[src/rtl/mem_port_arbiter.sv]
// mem_port_arbiter
// Shares one single-ported unified memory between the instruction-fetch
// requester (IF) and the data-access requester (MEM stage). Accesses are
// serialised through an IDLE -> ACCESS -> DONE sequence. ACCESS lasts LAT
// cycles. Each requester gets its own read-data register, completion pulse
// and stall line.
//
// Build option:
//   ARC_MEM_ARB_RR_EN  defined   -> round-robin arbitration on conflicts
//                      undefined -> fixed priority, data port wins
//
// Ports:
//   i_clk, i_rst            clock (rising edge), async active-high reset
//   i_if_req/i_if_addr      fetch request (held until o_if_valid), address
//   o_if_rdata/o_if_valid   registered fetch data, one-cycle completion pulse
//   o_if_stall              fetch stall (request pending, not yet completed)
//   i_mem_req/i_mem_we      data request (held until o_mem_valid), write flag
//   i_mem_addr/i_mem_wdata  data address, write data
//   o_mem_rdata/o_mem_valid registered load data, one-cycle completion pulse
//   o_mem_stall             data stall
//   o_ram_*                 memory macro interface, zero outside ACCESS
//   i_ram_rdata             memory read data, valid in the last ACCESS cycle
//   o_grant_mem             current or last grant went to the data port
//
// state  | meaning
// IDLE   | waiting for a request; arbitrates and latches the access
// ACCESS | memory busy for LAT cycles; enable only in the first cycle
// DONE   | owner's valid pulse; no request is sampled here
module mem_port_arbiter #(
   parameter int LAT = 2,
   parameter int AW  = 32,
   parameter int DW  = 32
) (
   input  logic          i_clk,
   input  logic          i_rst,
   input  logic          i_if_req,
   input  logic [AW-1:0] i_if_addr,
   output logic [DW-1:0] o_if_rdata,
   output logic          o_if_valid,
   output logic          o_if_stall,
   input  logic          i_mem_req,
   input  logic          i_mem_we,
   input  logic [AW-1:0] i_mem_addr,
   input  logic [DW-1:0] i_mem_wdata,
   output logic [DW-1:0] o_mem_rdata,
   output logic          o_mem_valid,
   output logic          o_mem_stall,
   output logic          o_ram_en,
   output logic          o_ram_we,
   output logic [AW-1:0] o_ram_addr,
   output logic [DW-1:0] o_ram_wdata,
   input  logic [DW-1:0] i_ram_rdata,
   output logic          o_grant_mem
);

   localparam int CW = (LAT > 1) ? $clog2(LAT) : 1;

   typedef enum logic [1:0] {
      ST_IDLE   = 2'd0,
      ST_ACCESS = 2'd1,
      ST_DONE   = 2'd2
   } state_t;

   state_t          state, state_nxt;
   logic [CW-1:0]   cnt;
   logic            owner_mem;
   logic            grant_mem;
   logic            lat_we;
   logic [AW-1:0]   lat_addr;
   logic [DW-1:0]   lat_wdata;
   logic [DW-1:0]   if_rdata;
   logic [DW-1:0]   mem_rdata;
   logic            any_req;
   logic            pick_mem;
   logic            first_cycle;
   logic            last_cycle;
   logic            if_valid;
   logic            mem_valid;

   assign any_req     = i_if_req | i_mem_req;
   assign first_cycle = (cnt == CW'(LAT - 1));
   assign last_cycle  = (cnt == '0);

   // grant_mem doubles as the last-grant flag: 0 after reset means IF was
   // granted last, so the data port wins the first round-robin conflict.
`ifdef ARC_MEM_ARB_RR_EN
   assign pick_mem = i_mem_req & (~i_if_req | ~grant_mem);
`else
   assign pick_mem = i_mem_req;
`endif

   always_ff @(posedge i_clk or posedge i_rst) begin
      if (i_rst) begin
         state <= ST_IDLE;
      end else begin
         state <= state_nxt;
      end
   end

   always_comb begin
      state_nxt = state;
      case (state)
         ST_IDLE:   if (any_req) state_nxt = ST_ACCESS;
         ST_ACCESS: if (last_cycle) state_nxt = ST_DONE;
         ST_DONE:   state_nxt = ST_IDLE;
         default:   state_nxt = ST_IDLE;
      endcase
   end

   always_comb begin
      o_ram_en    = 1'b0;
      o_ram_we    = 1'b0;
      o_ram_addr  = '0;
      o_ram_wdata = '0;
      if_valid    = 1'b0;
      mem_valid   = 1'b0;
      case (state)
         ST_ACCESS: begin
            o_ram_en    = first_cycle;
            o_ram_we    = lat_we;
            o_ram_addr  = lat_addr;
            o_ram_wdata = lat_wdata;
         end
         ST_DONE: begin
            if_valid  = ~owner_mem;
            mem_valid = owner_mem;
         end
         default: ;
      endcase
   end

   always_ff @(posedge i_clk or posedge i_rst) begin
      if (i_rst) begin
         cnt       <= '0;
         owner_mem <= 1'b0;
         grant_mem <= 1'b0;
         lat_we    <= 1'b0;
         lat_addr  <= '0;
         lat_wdata <= '0;
         if_rdata  <= '0;
         mem_rdata <= '0;
      end else begin
         case (state)
            ST_IDLE: begin
               if (any_req) begin
                  owner_mem <= pick_mem;
                  grant_mem <= pick_mem;
                  lat_we    <= pick_mem & i_mem_we;
                  lat_addr  <= pick_mem ? i_mem_addr : i_if_addr;
                  lat_wdata <= pick_mem ? i_mem_wdata : '0;
                  cnt       <= CW'(LAT - 1);
               end
            end
            ST_ACCESS: begin
               if (!last_cycle) begin
                  cnt <= cnt - CW'(1);
               end else if (!lat_we) begin
                  if (owner_mem) mem_rdata <= i_ram_rdata;
                  else           if_rdata  <= i_ram_rdata;
               end
            end
            default: ;
         endcase
      end
   end

   assign o_if_rdata  = if_rdata;
   assign o_mem_rdata = mem_rdata;
   assign o_if_valid  = if_valid;
   assign o_mem_valid = mem_valid;
   assign o_grant_mem = grant_mem;

   // Stalls are masked while reset is asserted so every output reads 0 then,
   // even if a requester keeps its request line high through reset.
   assign o_if_stall  = i_if_req  & ~if_valid  & ~i_rst;
   assign o_mem_stall = i_mem_req & ~mem_valid & ~i_rst;

endmodule

[config.mk]
export PLATFORM = sky130hd
export DESIGN_NAME = mem_port_arbiter
export DESIGN_NICKNAME = d
export VERILOG_FILES = /design/src/rtl/mem_port_arbiter.sv
export SDC_FILE = /design/constraint.sdc
export NUM_CORES = 1
export LEC_CHECK = 0
export ABC_CLOCK_PERIOD_IN_PS = 4600
export BUFFER_PORTS_ARGS = -buffer_cell sky130_fd_sc_hd__buf_2
export CAP_MARGIN = 0
export CORE_UTILIZATION = 47
export CTS_CLUSTER_DIAMETER = 150
export DETAILED_ROUTE_END_ITERATION = 7
export GPL_TIMING_DRIVEN = 0
export PLACE_DENSITY = 0.89
export SLEW_MARGIN = 0
export SYNTH_ARGS = -nofsm -noshare
export SYNTH_HDL_FRONTEND = slang
export SYNTH_SLANG_ARGS = --single-unit
export TNS_END_PERCENT = 30
[constraint.sdc]
create_clock -name i_clk -period 4.6 [get_ports i_clk]
set_clock_uncertainty 0.1 [all_clocks]
set_input_delay 0 -clock i_clk [delete_from_list [all_inputs] [get_ports i_clk]]
set_output_delay 0 -clock i_clk [all_outputs]
set_load 0.05 [all_outputs]
==> impl_metrics.env <==
export IMPL_grtUsageTotal_pct=30.7
export IMPL_worst_pin_slew_ps=586
export IMPL_start_util_pct=48.2
export IMPL_hp_class="input port to async pin"
export IMPL_hold_slack_ps=101
export IMPL_cpMaxStageDelayCell="clkbuf_1"
export IMPL_ios=268
export IMPL_crit_chain="and2b_1 -> clkbuf_1 -> clkbuf_1 -> and2_1 -> buf_2"
export IMPL_cts_buffers=17
export IMPL_crit_path_frequent_cell="clkbuf_1"
export IMPL_clk_pin_slew_worst_paths_ps=60
export IMPL_place_gp_congestion=0.849
export IMPL_die_w_um=113
export IMPL_avgRoutedWirePerCell_um=19.3
export IMPL_seqPwrFrac_pct=27.4
export IMPL_leakage_nw=4.54
export IMPL_met2_length_um=10300
export IMPL_vdd_drop_max_mv=0.684
export IMPL_worst_setup_path_end_kind="output pin"
export IMPL_powerDensity_nw_per_um2=832
export IMPL_crit_fanout=10
export IMPL_diodes=0
export IMPL_crit_path_start_kind="flop"
export IMPL_portBuffers=266
export IMPL_met1_length_um=6780
export IMPL_swShare_pct=50.4
export IMPL_dp_cells=822
export IMPL_cts_tree="built"
export IMPL_p_int_w=0.00379
export IMPL_initialDrtViolationCount=252
export IMPL_combPwrFrac_pct=56.5
export IMPL_rows=40
export IMPL_htree_levels=4
export IMPL_dr_total_vias=5188
export IMPL_antenna_found_initial=0
export IMPL_outcome="complete, no violations"
export IMPL_grt_max_degree=80
export IMPL_ant_nets=0
export IMPL_max_stage_delay_ps=420
export IMPL_max_slew_margin_pct=60.9
export IMPL_hold_viol_final=0
export IMPL_synth_avg_cell_area_um2=14.2
export IMPL_cp_buffers_inverters=3
export IMPL_crit_type="flop to output pin"
export IMPL_clk_latency_ps=410
export IMPL_synth_cell_type_count=20
export IMPL_cts_root_buffer="clkbuf_16"
export IMPL_grt_pass1_vias=5865
export IMPL_syn_num_nets=541
export IMPL_dp_hpwl_um=11000
export IMPL_setup_viol=0
export IMPL_die_h_um=113
export IMPL_dieArea_um2=12800
export IMPL_cap_violations=0
export IMPL_slew_viol_final=0
export IMPL_syn_inst=408
export IMPL_wl_met3_um=1150
export IMPL_instances_no_fill=985
export IMPL_regArea_um2=3330
export IMPL_fin_crit_ps=2440
export IMPL_drc_errors=0
export IMPL_dr_pass1_iters=4
export IMPL_vias_per_cell=5.27
export IMPL_clock_sinks=133
export IMPL_nets=958
export IMPL_clockPowerShare_pct=16.1
export IMPL_cp_data_required_time_ps=4500
export IMPL_post_cts_setup_buffers=0
export IMPL_grt_overflow=0
export IMPL_syn_area_um2=5780
export IMPL_synthToLayoutAreaGrowth_pct=58.7
export IMPL_ys_seq_area_share_pct=57.5
export IMPL_critical_path_top_delay_family="buffers and inverters"
export IMPL_cts_buffer_depth=2
export IMPL_switchingPower_w=0.00385
export IMPL_finalWirelength_um=19000
export IMPL_fmax_ghz=0.409
export IMPL_crit_arrival_ps=2340
export IMPL_core_area_um2=12000
export IMPL_ys_warn_count=0
export IMPL_multi_input_area_um2=2300
export IMPL_rsz0062_at_grt="no"
export IMPL_fillers=695
export IMPL_finalCritPeriodShare_pct=53.1
export IMPL_grt_pass1_wl_um=29600
export IMPL_synth_seq_cells=133
export IMPL_routed_top_layer="met4"
export IMPL_drive_gt1_share_pct=53.5
==> power groups by stage <==
| stage | Combinational [W] | Sequential, W | Clock (W) |
|---|---|---|---|
| after floorplan | 0.00216 | 0.00304 | 0 |
| after global placement | 0.00404 | 0.00202 | 0 |
| after detailed placement | 0.00413 | 0.00207 | 0 |
| after CTS | 0.00424 | 0.00206 | 0.00124 |
| after global routing | 0.00448 | 0.00215 | 0.00129 |
| final | 0.00432 | 0.00210 | 0.00123 |
==> worst paths after layout <==
| kind | from | to | slack [ps] | cells after the start |
|---|---|---|---|---|
| max | state[1] | o_ram_addr[2] | 2160 | 5 |
| min | i_rst | lat_wdata[26] | 100 | 3 |
| max reg2reg | state[1] | o_if_rdata[18] | 2740 | 4 |
| min reg2reg | o_mem_rdata[7] | o_mem_rdata[7] | 380 | 1 |
| max in group asynchronous | i_rst | o_mem_rdata[5] | 3540 | 4 |
| min in group i_clk | i_mem_req | lat_we | 170 | 4 |
==> worst reg2reg max path, delay by kind of cell, from the launching register on <==
kind	cells	cell delay, ps
and+or+nand+nor	2	640
muxes	1	370
DFF	1	410
buffers and inverters	1	240
==> timing repair <==
action / CTS / global route
hold buffers: 131 / 0
endpoints found under the hold margin: 184 / 0
gates resized for setup: 0 / 0
==> state kept, by name, summed over array words and instances, names as in the netlist <==
name and cells:
lat_we 1, cnt 1, o_if_rdata 32, o_grant_mem 1, lat_addr 32, o_mem_rdata 32, lat_wdata 32, state 2
==> metal layers <==
layer  GRT usage (%)  vias up
li1                -     2264
met3            8.89       75
met4            18.8        0
met1            30.3     2589
met5               0        -
met2            56.9      260
==> placed cells by master, fill, tap and decap left out <==
cell,netlist,layout
o21ai_1,1,1
clkinvlp_4,0,4
buf_2,17,283
clkbuf_8,0,2
mux2_1,2,2
inv_1,2,1
and2b_1,1,1
clkbuf_16,0,17
a21o_1,1,1
and3b_1,1,1
nor3b_1,3,3
and2_1,66,66
nor4_4,1,1
a22o_1,33,33
dfrtp_1,133,133
nand3_2,1,1
mux2_2,116,116
mux2_4,10,10
clkbuf_1,8,8
dlygate4sd3_1,0,131
nand2b_1,1,1
nand2_1,5,5
buf_6,3,3
nor2_1,3,3
buf_16,0,1
inv_6,0,3
clkinv_2,0,7
==> per-stage QoR <==
| stage | utilization [%] | total power (W) | area (um2) | setup TNS, ps | setup WS, ps |
|---|---|---|---|---|---|
| detailed placement | 61.0 | 0.00620 | 7330 | 0 | 2640 |
| global route | 76.4 | 0.00792 | 9180 | 0 | 2020 |
| floorplan | - | 0.00521 | 5780 | 0 | 946 |
| global placement | 60.8 | 0.00607 | 7300 | -37240 | -286 |
| finish | 76.4 | 0.00764 | 9180 | 0 | 2160 |
| CTS | 76.4 | 0.00754 | 9180 | 0 | 2180 |
==> layout make-up <==
cell class                      instances  share of cell area [%]
Sequential cell                       133                    36.3
Timing Repair Buffer                  398                    29.1
Multi-Input combinational cell        245                    25.1
Clock buffer                           19                    4.93
Tap cell                              147                    2.00
Buffer                                 28                    1.62
Clock inverter                         13                   0.900
Inverter                                2                   0.136
==> cell usage after synthesis <==
library cell | count | share of area (%)
nor4_4 | 1 | 0.37
buf_2 | 17 | 1.5
and2b_1 | 1 | 0.13
nand3_2 | 1 | 0.17
clkbuf_1 | 8 | 0.52
a21o_1 | 1 | 0.13
buf_6 | 3 | 0.58
inv_1 | 2 | 0.13
a22o_1 | 33 | 5.0
nand2_1 | 5 | 0.32
mux2_2 | 116 | 23
mux2_1 | 2 | 0.39
and2_1 | 66 | 7.1
o21ai_1 | 1 | 0.086
nor2_1 | 3 | 0.19
nand2b_1 | 1 | 0.11
mux2_4 | 10 | 2.6
dfrtp_1 | 133 | 58
and3b_1 | 1 | 0.15
nor3b_1 | 3 | 0.39
==> cell families (layout without fill, tap and decap cells) <==
family / after synthesis / count (layout) / share of synthesized area [%]
AOI/OAI and AO/OA: 35 / 35 / 5.21
buffers and inverters: 30 / 460 / 2.70
DFF: 133 / 133 / 57.5
muxes: 128 / 128 / 25.6
and+or+nand+nor: 82 / 82 / 8.98
No activity file was read; power rests on OpenSTA's default activity.
